**src/rtl/tero_puf_pkg.sv**
```systemverilog
// Shared types and constants for the TERO PUF scan controller.
// Holds the FSM state encoding, the measurement phase type and the settle length.
package tero_puf_pkg;

    typedef enum logic [2:0] {
        IDLE,
        CLR,
        RUN,
        SETTLE,
        CAPTURE,
        DONE
    } state_t;

    // Phase A measures the even TERO of a pair, phase B the odd one.
    typedef enum logic {
        PHASE_A = 1'b0,
        PHASE_B = 1'b1
    } phase_t;

    // Covers the external counter's synchroniser latency after excitation stops.
    localparam int SETTLE_CYCLES = 2;

endpackage

```
**src/rtl/tero_scan_ctrl_if.sv**
```systemverilog
// Host/TERO-array bundle for the scan controller.
// The master side requests scans and supplies counts; the slave side is the controller.
interface tero_scan_ctrl_if #(
    parameter int N_TERO_BITS = 5,
    parameter int N_BITS      = 16,
    parameter int CNT_BITS    = 16
) ();

    logic                         start;
    logic [N_TERO_BITS-1:0]       base_idx;
    logic [CNT_BITS-1:0]          cnt_val;
    logic [N_TERO_BITS-1:0]       tero_sel;
    logic                         tero_en;
    logic                         cnt_clr;
    logic                         busy;
    logic                         done;
    logic [N_BITS-1:0]            response;
    logic [$clog2(N_BITS+1)-1:0]  tie_cnt;

    modport master (
        output start, base_idx, cnt_val,
        input  tero_sel, tero_en, cnt_clr, busy, done, response, tie_cnt
    );

    modport slave (
        input  start, base_idx, cnt_val,
        output tero_sel, tero_en, cnt_clr, busy, done, response, tie_cnt
    );

endinterface

```
**src/rtl/tero_window_timer.sv**
```systemverilog
// Loadable down-counter timing the RUN window and the SETTLE gap.
// expire is high while the count sits at zero, i.e. in the last cycle of a loaded interval.
module tero_window_timer #(
    parameter int WIDTH = 11
) (
    input  logic             clk,
    input  logic             reset,
    input  logic             load,
    input  logic [WIDTH-1:0] load_val,
    output logic             expire
);

    logic [WIDTH-1:0] count_q;
    logic [WIDTH-1:0] count_d;

    always_comb begin
        count_d = count_q;
        if (load) begin
            count_d = load_val;
        end else if (count_q != '0) begin
            count_d = count_q - WIDTH'(1);
        end
    end

    always_ff @(posedge clk) begin
        if (reset) begin
            count_q <= '0;
        end else begin
            count_q <= count_d;
        end
    end

    assign expire = (count_q == '0);

endmodule

```
**src/rtl/tero_scan_ctrl.sv**
```systemverilog
// TERO PUF scan controller: measures TERO pairs in turn and derives one response bit per pair.
// All outputs are registered from the next-state decode so they change cleanly at the edge.
module tero_scan_ctrl #(
    parameter int N_TERO_BITS   = 5,
    parameter int N_BITS        = 16,
    parameter int WINDOW_CYCLES = 1024,
    parameter int CNT_BITS      = 16
) (
    input  logic            clk,
    input  logic            reset,
    tero_scan_ctrl_if.slave bus
);

    import tero_puf_pkg::*;

    localparam int K_BITS   = (N_BITS > 1) ? $clog2(N_BITS) : 1;
    localparam int TIE_BITS = $clog2(N_BITS + 1);
    localparam int TMR_MAX  = (WINDOW_CYCLES > SETTLE_CYCLES) ? WINDOW_CYCLES : SETTLE_CYCLES;
    localparam int TMR_BITS = $clog2(TMR_MAX + 1);

    state_t                 state_q, state_d;
    phase_t                 phase_q, phase_d;
    logic [K_BITS-1:0]      k_q, k_d;
    logic [N_TERO_BITS-1:0] base_q, base_d;
    logic [N_TERO_BITS-1:0] sel_q, sel_d;
    logic [CNT_BITS-1:0]    count_a_q, count_a_d;
    logic [N_BITS-1:0]      resp_q, resp_d;
    logic [TIE_BITS-1:0]    tie_q, tie_d;
    logic                   en_q, en_d;
    logic                   clr_q, clr_d;
    logic                   busy_q, busy_d;
    logic                   done_q, done_d;

    logic                   tmr_load;
    logic [TMR_BITS-1:0]    tmr_val;
    logic                   tmr_expire;

    // Index arithmetic wraps modulo 2^N_TERO_BITS by truncation.
    function automatic logic [N_TERO_BITS-1:0] sel_of(
        input logic [N_TERO_BITS-1:0] base,
        input logic [K_BITS-1:0]      k,
        input phase_t                 phase
    );
        return base + N_TERO_BITS'({k, phase == PHASE_B});
    endfunction

    tero_window_timer #(
        .WIDTH(TMR_BITS)
    ) u_timer (
        .clk     (clk),
        .reset   (reset),
        .load    (tmr_load),
        .load_val(tmr_val),
        .expire  (tmr_expire)
    );

    always_comb begin
        state_d   = state_q;
        phase_d   = phase_q;
        k_d       = k_q;
        base_d    = base_q;
        sel_d     = sel_q;
        count_a_d = count_a_q;
        resp_d    = resp_q;
        tie_d     = tie_q;
        tmr_load  = 1'b0;
        tmr_val   = '0;

        case (state_q)
            IDLE: begin
                if (bus.start) begin
                    base_d  = bus.base_idx;
                    k_d     = '0;
                    phase_d = PHASE_A;
                    resp_d  = '0;
                    tie_d   = '0;
                    sel_d   = bus.base_idx;
                    state_d = CLR;
                end
            end
            CLR: begin
                tmr_load = 1'b1;
                tmr_val  = TMR_BITS'(WINDOW_CYCLES - 1);
                state_d  = RUN;
            end
            RUN: begin
                if (tmr_expire) begin
                    tmr_load = 1'b1;
                    tmr_val  = TMR_BITS'(SETTLE_CYCLES - 1);
                    state_d  = SETTLE;
                end
            end
            SETTLE: begin
                if (tmr_expire) begin
                    state_d = CAPTURE;
                end
            end
            CAPTURE: begin
                if (phase_q == PHASE_A) begin
                    count_a_d = bus.cnt_val;
                    phase_d   = PHASE_B;
                    sel_d     = sel_of(base_q, k_q, PHASE_B);
                    state_d   = CLR;
                end else begin
                    // A tie leaves the bit at 0 and is reported separately.
                    resp_d[k_q] = (count_a_q > bus.cnt_val);
                    if (count_a_q == bus.cnt_val) begin
                        tie_d = tie_q + TIE_BITS'(1);
                    end
                    if (k_q < K_BITS'(N_BITS - 1)) begin
                        k_d     = k_q + K_BITS'(1);
                        phase_d = PHASE_A;
                        sel_d   = sel_of(base_q, k_q + K_BITS'(1), PHASE_A);
                        state_d = CLR;
                    end else begin
                        state_d = DONE;
                    end
                end
            end
            DONE: begin
                state_d = IDLE;
            end
            default: begin
                state_d = IDLE;
            end
        endcase

        en_d   = (state_d == RUN);
        clr_d  = (state_d == CLR);
        busy_d = (state_d != IDLE);
        done_d = (state_d == DONE);
    end

    always_ff @(posedge clk) begin
        if (reset) begin
            state_q   <= IDLE;
            phase_q   <= PHASE_A;
            k_q       <= '0;
            base_q    <= '0;
            sel_q     <= '0;
            count_a_q <= '0;
            resp_q    <= '0;
            tie_q     <= '0;
            en_q      <= 1'b0;
            clr_q     <= 1'b0;
            busy_q    <= 1'b0;
            done_q    <= 1'b0;
        end else begin
            state_q   <= state_d;
            phase_q   <= phase_d;
            k_q       <= k_d;
            base_q    <= base_d;
            sel_q     <= sel_d;
            count_a_q <= count_a_d;
            resp_q    <= resp_d;
            tie_q     <= tie_d;
            en_q      <= en_d;
            clr_q     <= clr_d;
            busy_q    <= busy_d;
            done_q    <= done_d;
        end
    end

    assign bus.tero_sel = sel_q;
    assign bus.tero_en  = en_q;
    assign bus.cnt_clr  = clr_q;
    assign bus.busy     = busy_q;
    assign bus.done     = done_q;
    assign bus.response = resp_q;
    assign bus.tie_cnt  = tie_q;

endmodule

```
**src/flat_wrapper.sv**
```systemverilog
// flat-port wrapper written by rule: the top's interface ports become plain ports
module tero_scan_ctrl_flat import tero_puf_pkg::*;
#(
    parameter int N_TERO_BITS   = 5,
    parameter int N_BITS        = 16,
    parameter int WINDOW_CYCLES = 1024,
    parameter int CNT_BITS      = 16
)
  (clk, reset, bus_start, bus_base_idx, bus_cnt_val, bus_tero_sel, bus_tero_en, bus_cnt_clr, bus_busy, bus_done, bus_response, bus_tie_cnt);
  tero_scan_ctrl_if #(.N_TERO_BITS(N_TERO_BITS), .N_BITS(N_BITS), .CNT_BITS(CNT_BITS)) bus_i ();
  input  logic clk;
  input  logic reset;
  input wire logic [$bits(bus_i.start)-1:0] bus_start;
  input wire logic [$bits(bus_i.base_idx)-1:0] bus_base_idx;
  input wire logic [$bits(bus_i.cnt_val)-1:0] bus_cnt_val;
  output wire logic [$bits(bus_i.tero_sel)-1:0] bus_tero_sel;
  output wire logic [$bits(bus_i.tero_en)-1:0] bus_tero_en;
  output wire logic [$bits(bus_i.cnt_clr)-1:0] bus_cnt_clr;
  output wire logic [$bits(bus_i.busy)-1:0] bus_busy;
  output wire logic [$bits(bus_i.done)-1:0] bus_done;
  output wire logic [$bits(bus_i.response)-1:0] bus_response;
  output wire logic [$bits(bus_i.tie_cnt)-1:0] bus_tie_cnt;
  assign bus_i.start = bus_start;
  assign bus_i.base_idx = bus_base_idx;
  assign bus_i.cnt_val = bus_cnt_val;
  assign bus_tero_sel = bus_i.tero_sel;
  assign bus_tero_en = bus_i.tero_en;
  assign bus_cnt_clr = bus_i.cnt_clr;
  assign bus_busy = bus_i.busy;
  assign bus_done = bus_i.done;
  assign bus_response = bus_i.response;
  assign bus_tie_cnt = bus_i.tie_cnt;
  tero_scan_ctrl #(.N_TERO_BITS(N_TERO_BITS), .N_BITS(N_BITS), .WINDOW_CYCLES(WINDOW_CYCLES), .CNT_BITS(CNT_BITS)) u_core (.clk(clk), .reset(reset), .bus(bus_i));
endmodule
```
**config.mk**
```make
export PLATFORM = sky130hd
export DESIGN_NAME = tero_scan_ctrl_flat
export DESIGN_NICKNAME = d
export VERILOG_FILES = /design/src/rtl/tero_puf_pkg.sv /design/src/rtl/tero_scan_ctrl_if.sv /design/src/rtl/tero_window_timer.sv /design/src/rtl/tero_scan_ctrl.sv /design/src/flat_wrapper.sv
export SDC_FILE = /design/constraint.sdc
export NUM_CORES = 1
export LEC_CHECK = 0
export CAP_MARGIN = 30
export CORE_AREA = 8 8 94 138
export DETAILED_ROUTE_END_ITERATION = 8
export DIE_AREA = 0 0 102 146
export SYNTH_ARGS = -nofsm -noshare
export SYNTH_HDL_FRONTEND = slang
export SYNTH_SLANG_ARGS = --single-unit
```
**constraint.sdc**
```tcl
create_clock -name clk -period 2.3 [get_ports clk]
set_input_delay 0.69 -clock clk [delete_from_list [all_inputs] [get_ports clk]]
set_output_delay 0.69 -clock clk [all_outputs]
set_load 0.005 [all_outputs]
```
==> impl_metrics.yaml <==
sta:
  max_freq_mhz: 464
  tightest_slew_ps: 661
  post-route-min-period_ps: 2150
  hold_viol_final: 0
  slew_headroom: 0.559
  setup_viol: 0
  clock_skew_ps: 2.78
  drv_slew: 0
  finalCritPeriodShare: 0.936
clock_network:
  cts_root_buffer: "clkbuf_16"
  htree_levels: 3
  cts_tree: "done"
  numCtsBuffers: 9
  postCtsSetupBuffers: 0
  cts.sinks: 70
  worstSkewPairLatency_ps: 330
  ctsHoldBuffers: 0
  clk_pin_slew_ps: 50
  clockBufferDepth: 2
grt:
  grtUsageMet1: 0.148
  grt_remaining_overflow: 0
  grt_max_degree: 40
  use_met2: 0.240
  grt_pass1_vias: 3493
  grt_pass1_wl_um: 16500
  gr-usage-all-layers: 0.138
  grt-busiest-layer: "met2"
  grtUsageMet3: 0.0378
  antenna_found_initial: 0
routing:
  via_per_inst: 5.07
  wl_per_cell_um: 14.5
  ant_nets: 0
  first_iter_violations: 175
  vias: 3406
  drc: 0
  drt_pass1_iterations: 5
  totalWireLength_um: 9740
place:
  hpwl_um: 7290
  placed_cells: 659
  place.gp.congestion: 0.835
  place_area_um2: 4520
  numPortBuffers: 53
logic_synthesis:
  async_flop_share: 0
  synth_edf_count: 0
  ys_seq_area_frac: 0.378
  yosysUniqueCellTypes: 45
  netlist_instances: 456
  netlist_area_um2: 3710
  synth_top_area_cell: "dfxtp_1"
  post-synth-top-count-cell: "dfxtp_1"
  avgSynthCellArea_um2: 8.14
  ys_top_cells_by_count: "dfxtp_1 (70), nand2_1 (59), a21oi_1 (57), nor2_1 (36)"
  syn_nets: 510
  synth_flop_cell: "dfxtp_1"
  netlist.area_leader.share: 0.378
  synth.area.top_cells: "dfxtp_1 (38%), ha_1 (9.4%), a21oi_1 (7.7%)"
  ys_seq_elements: 70
  ys_warn_count: 0
floorplanning:
  coreArea_um2: 10900
  dieHeight_um: 146
  die_x_um: 102
  io_pins: 54
  dieArea_um2: 14900
  row_count: 47
  start_util: 0.339
critical_path:
  cpPeakStageDelay_ps: 250
  path_class: "primary input to register"
  crit_path_start_kind: "primary input"
  rr_startpoint: "u_core.k_q[0]"
  path_cells: "dlygate4sd2_1, inv_2, ha_4, a21o_1, a211oi_2, buf_4, o2111ai_4, buf_6, nand4_1, o22ai_1"
  cp_max_fo: 5
  worstSetupEndpointType: "register"
  slowest_stage: "dlygate4sd2_1"
  critPathCapture: "u_core.bus.response[1]"
  rr_worst_depth: 9
  worstPathRequired_ps: 2470
  worstSetupStartpoint: "bus_cnt_val[2]"
  r2r_slack_ps: 190
  r2r-end: "u_core.bus.tero_sel[4]"
  cp.arrival_ps: 2330
finish:
  final_area_um2: 4950
  nets: 577
  utilization: 0.453
  syn_to_final_growth_pct: 33.5
  stdcell_count: 672
  diodes: 0
  drive_gt1_frac: 0.143
  n_fill_cell: 1123
power:
  p_per_area_nw_per_um2: 689
  leakagePower_nw: 1.97
  ir_worst_vdd_v: 0.000379
status:
  outcome: "complete, no violations"
job:
  maxCapViolCount: 0
min_path:
  hp-class: "register to register"
==> metal layers <==
metal  routed length, um  share of wire
met1                4020           0.41
met2                5200           0.53
met5                   0              0
met3                 358          0.037
met4                 162          0.017
==> critical path, delay by kind of cell <==
family,cells,cell delay [ps]
buf+inv,4,630
compound gates,4,600
fa+ha+maj,1,200
simple gates,1,190
==> logic make-up (layout without fill, tap and decap cells) <==
group / after synthesis / in the layout / share of synthesized area
flip-flops: 70 / 70 / 0.378
buffers and inverters: 44 / 113 / 0.0449
multiplexers: 7 / 7 / 0.0192
AND/OR/NAND/NOR: 158 / 158 / 0.213
AO/OA/AOI/OAI: 129 / 129 / 0.197
adder cells (fa/ha/maj): 30 / 30 / 0.105
XOR/XNOR: 18 / 18 / 0.0425
==> worst min path at each step <==
stage / from / end / cells after the start
3_3_place_gp: u_core.count_a_q[0] / u_core.count_a_q[0] / 2
4_1_cts: u_core.count_a_q[0] / u_core.count_a_q[0] / 2
6_report: u_core.count_a_q[0] / u_core.count_a_q[0] / 2
3_5_place_dp: u_core.count_a_q[3] / u_core.count_a_q[3] / 2
5_1_grt: u_core.count_a_q[15] / u_core.count_a_q[15] / 2
2_1_floorplan: u_core.count_a_q[0] / u_core.count_a_q[0] / 2
==> cell usage in the layout, fill, tap and decap left out, types with 10 or more instances in the layout <==
cell type        netlist  final
a21oi_1               57     54
buf_4                  0     23
clkdlybuf4s50_1        0     36
dfxtp_1               70     70
dlygate4sd2_1          0     14
ha_1                  28     19
inv_1                 22     14
nand2_1               59     59
nand3_1               12     11
nor2_1                36     35
o21ai_0               28     26
o22ai_1               15     15
xor2_1                10     10
==> registers in the layout (all words and copies together) (netlist names), 3 cells and up <==
register                flops
u_core.base_q               5
u_core.bus.response        16
u_core.bus.tero_sel         5
u_core.bus.tie_cnt          5
u_core.count_a_q           16
u_core.k_q                  4
u_core.state_q              3
u_core.u_timer.count_q     11
==> stage by stage <==
step | hold slack (ps) | power [mW] | setup TNS (ps) | setup WS, ps
final | 456 | 3.41 | 0 | 147
after CTS | 462 | 3.45 | 0 | 5.17
after global routing | 483 | 3.60 | -9.27 | -9.27
after floorplan | 436 | 1.95 | 0 | 124
after detailed placement | 454 | 2.18 | -11430 | -630
after global placement | 444 | 2.16 | -11370 | -638
==> layout make-up <==
type,instances,area (um^2),share of cell area
clock inverters,2,10.0,0.00202
inverters,22,82.6,0.0167
clock buffers,11,253,0.0510
multi-input cells,342,2310,0.467
repair buffers,78,708,0.143
well taps,147,184,0.0371
flip-flops and latches,70,1400,0.283
==> where the power goes <==
part           internal, mW  switching, mW  total (mW)
combinational         0.357          0.400       0.757
sequential             1.32         0.0875        1.41
clock                 0.765          0.482        1.25
==> timing repair <==
action / 4_1_cts / 5_1_grt
gates resized for setup: 42 / 9
setup endpoints to repair: 20 / 22
pin swaps: 21 / 6
(Power assumes the default switching activity.)
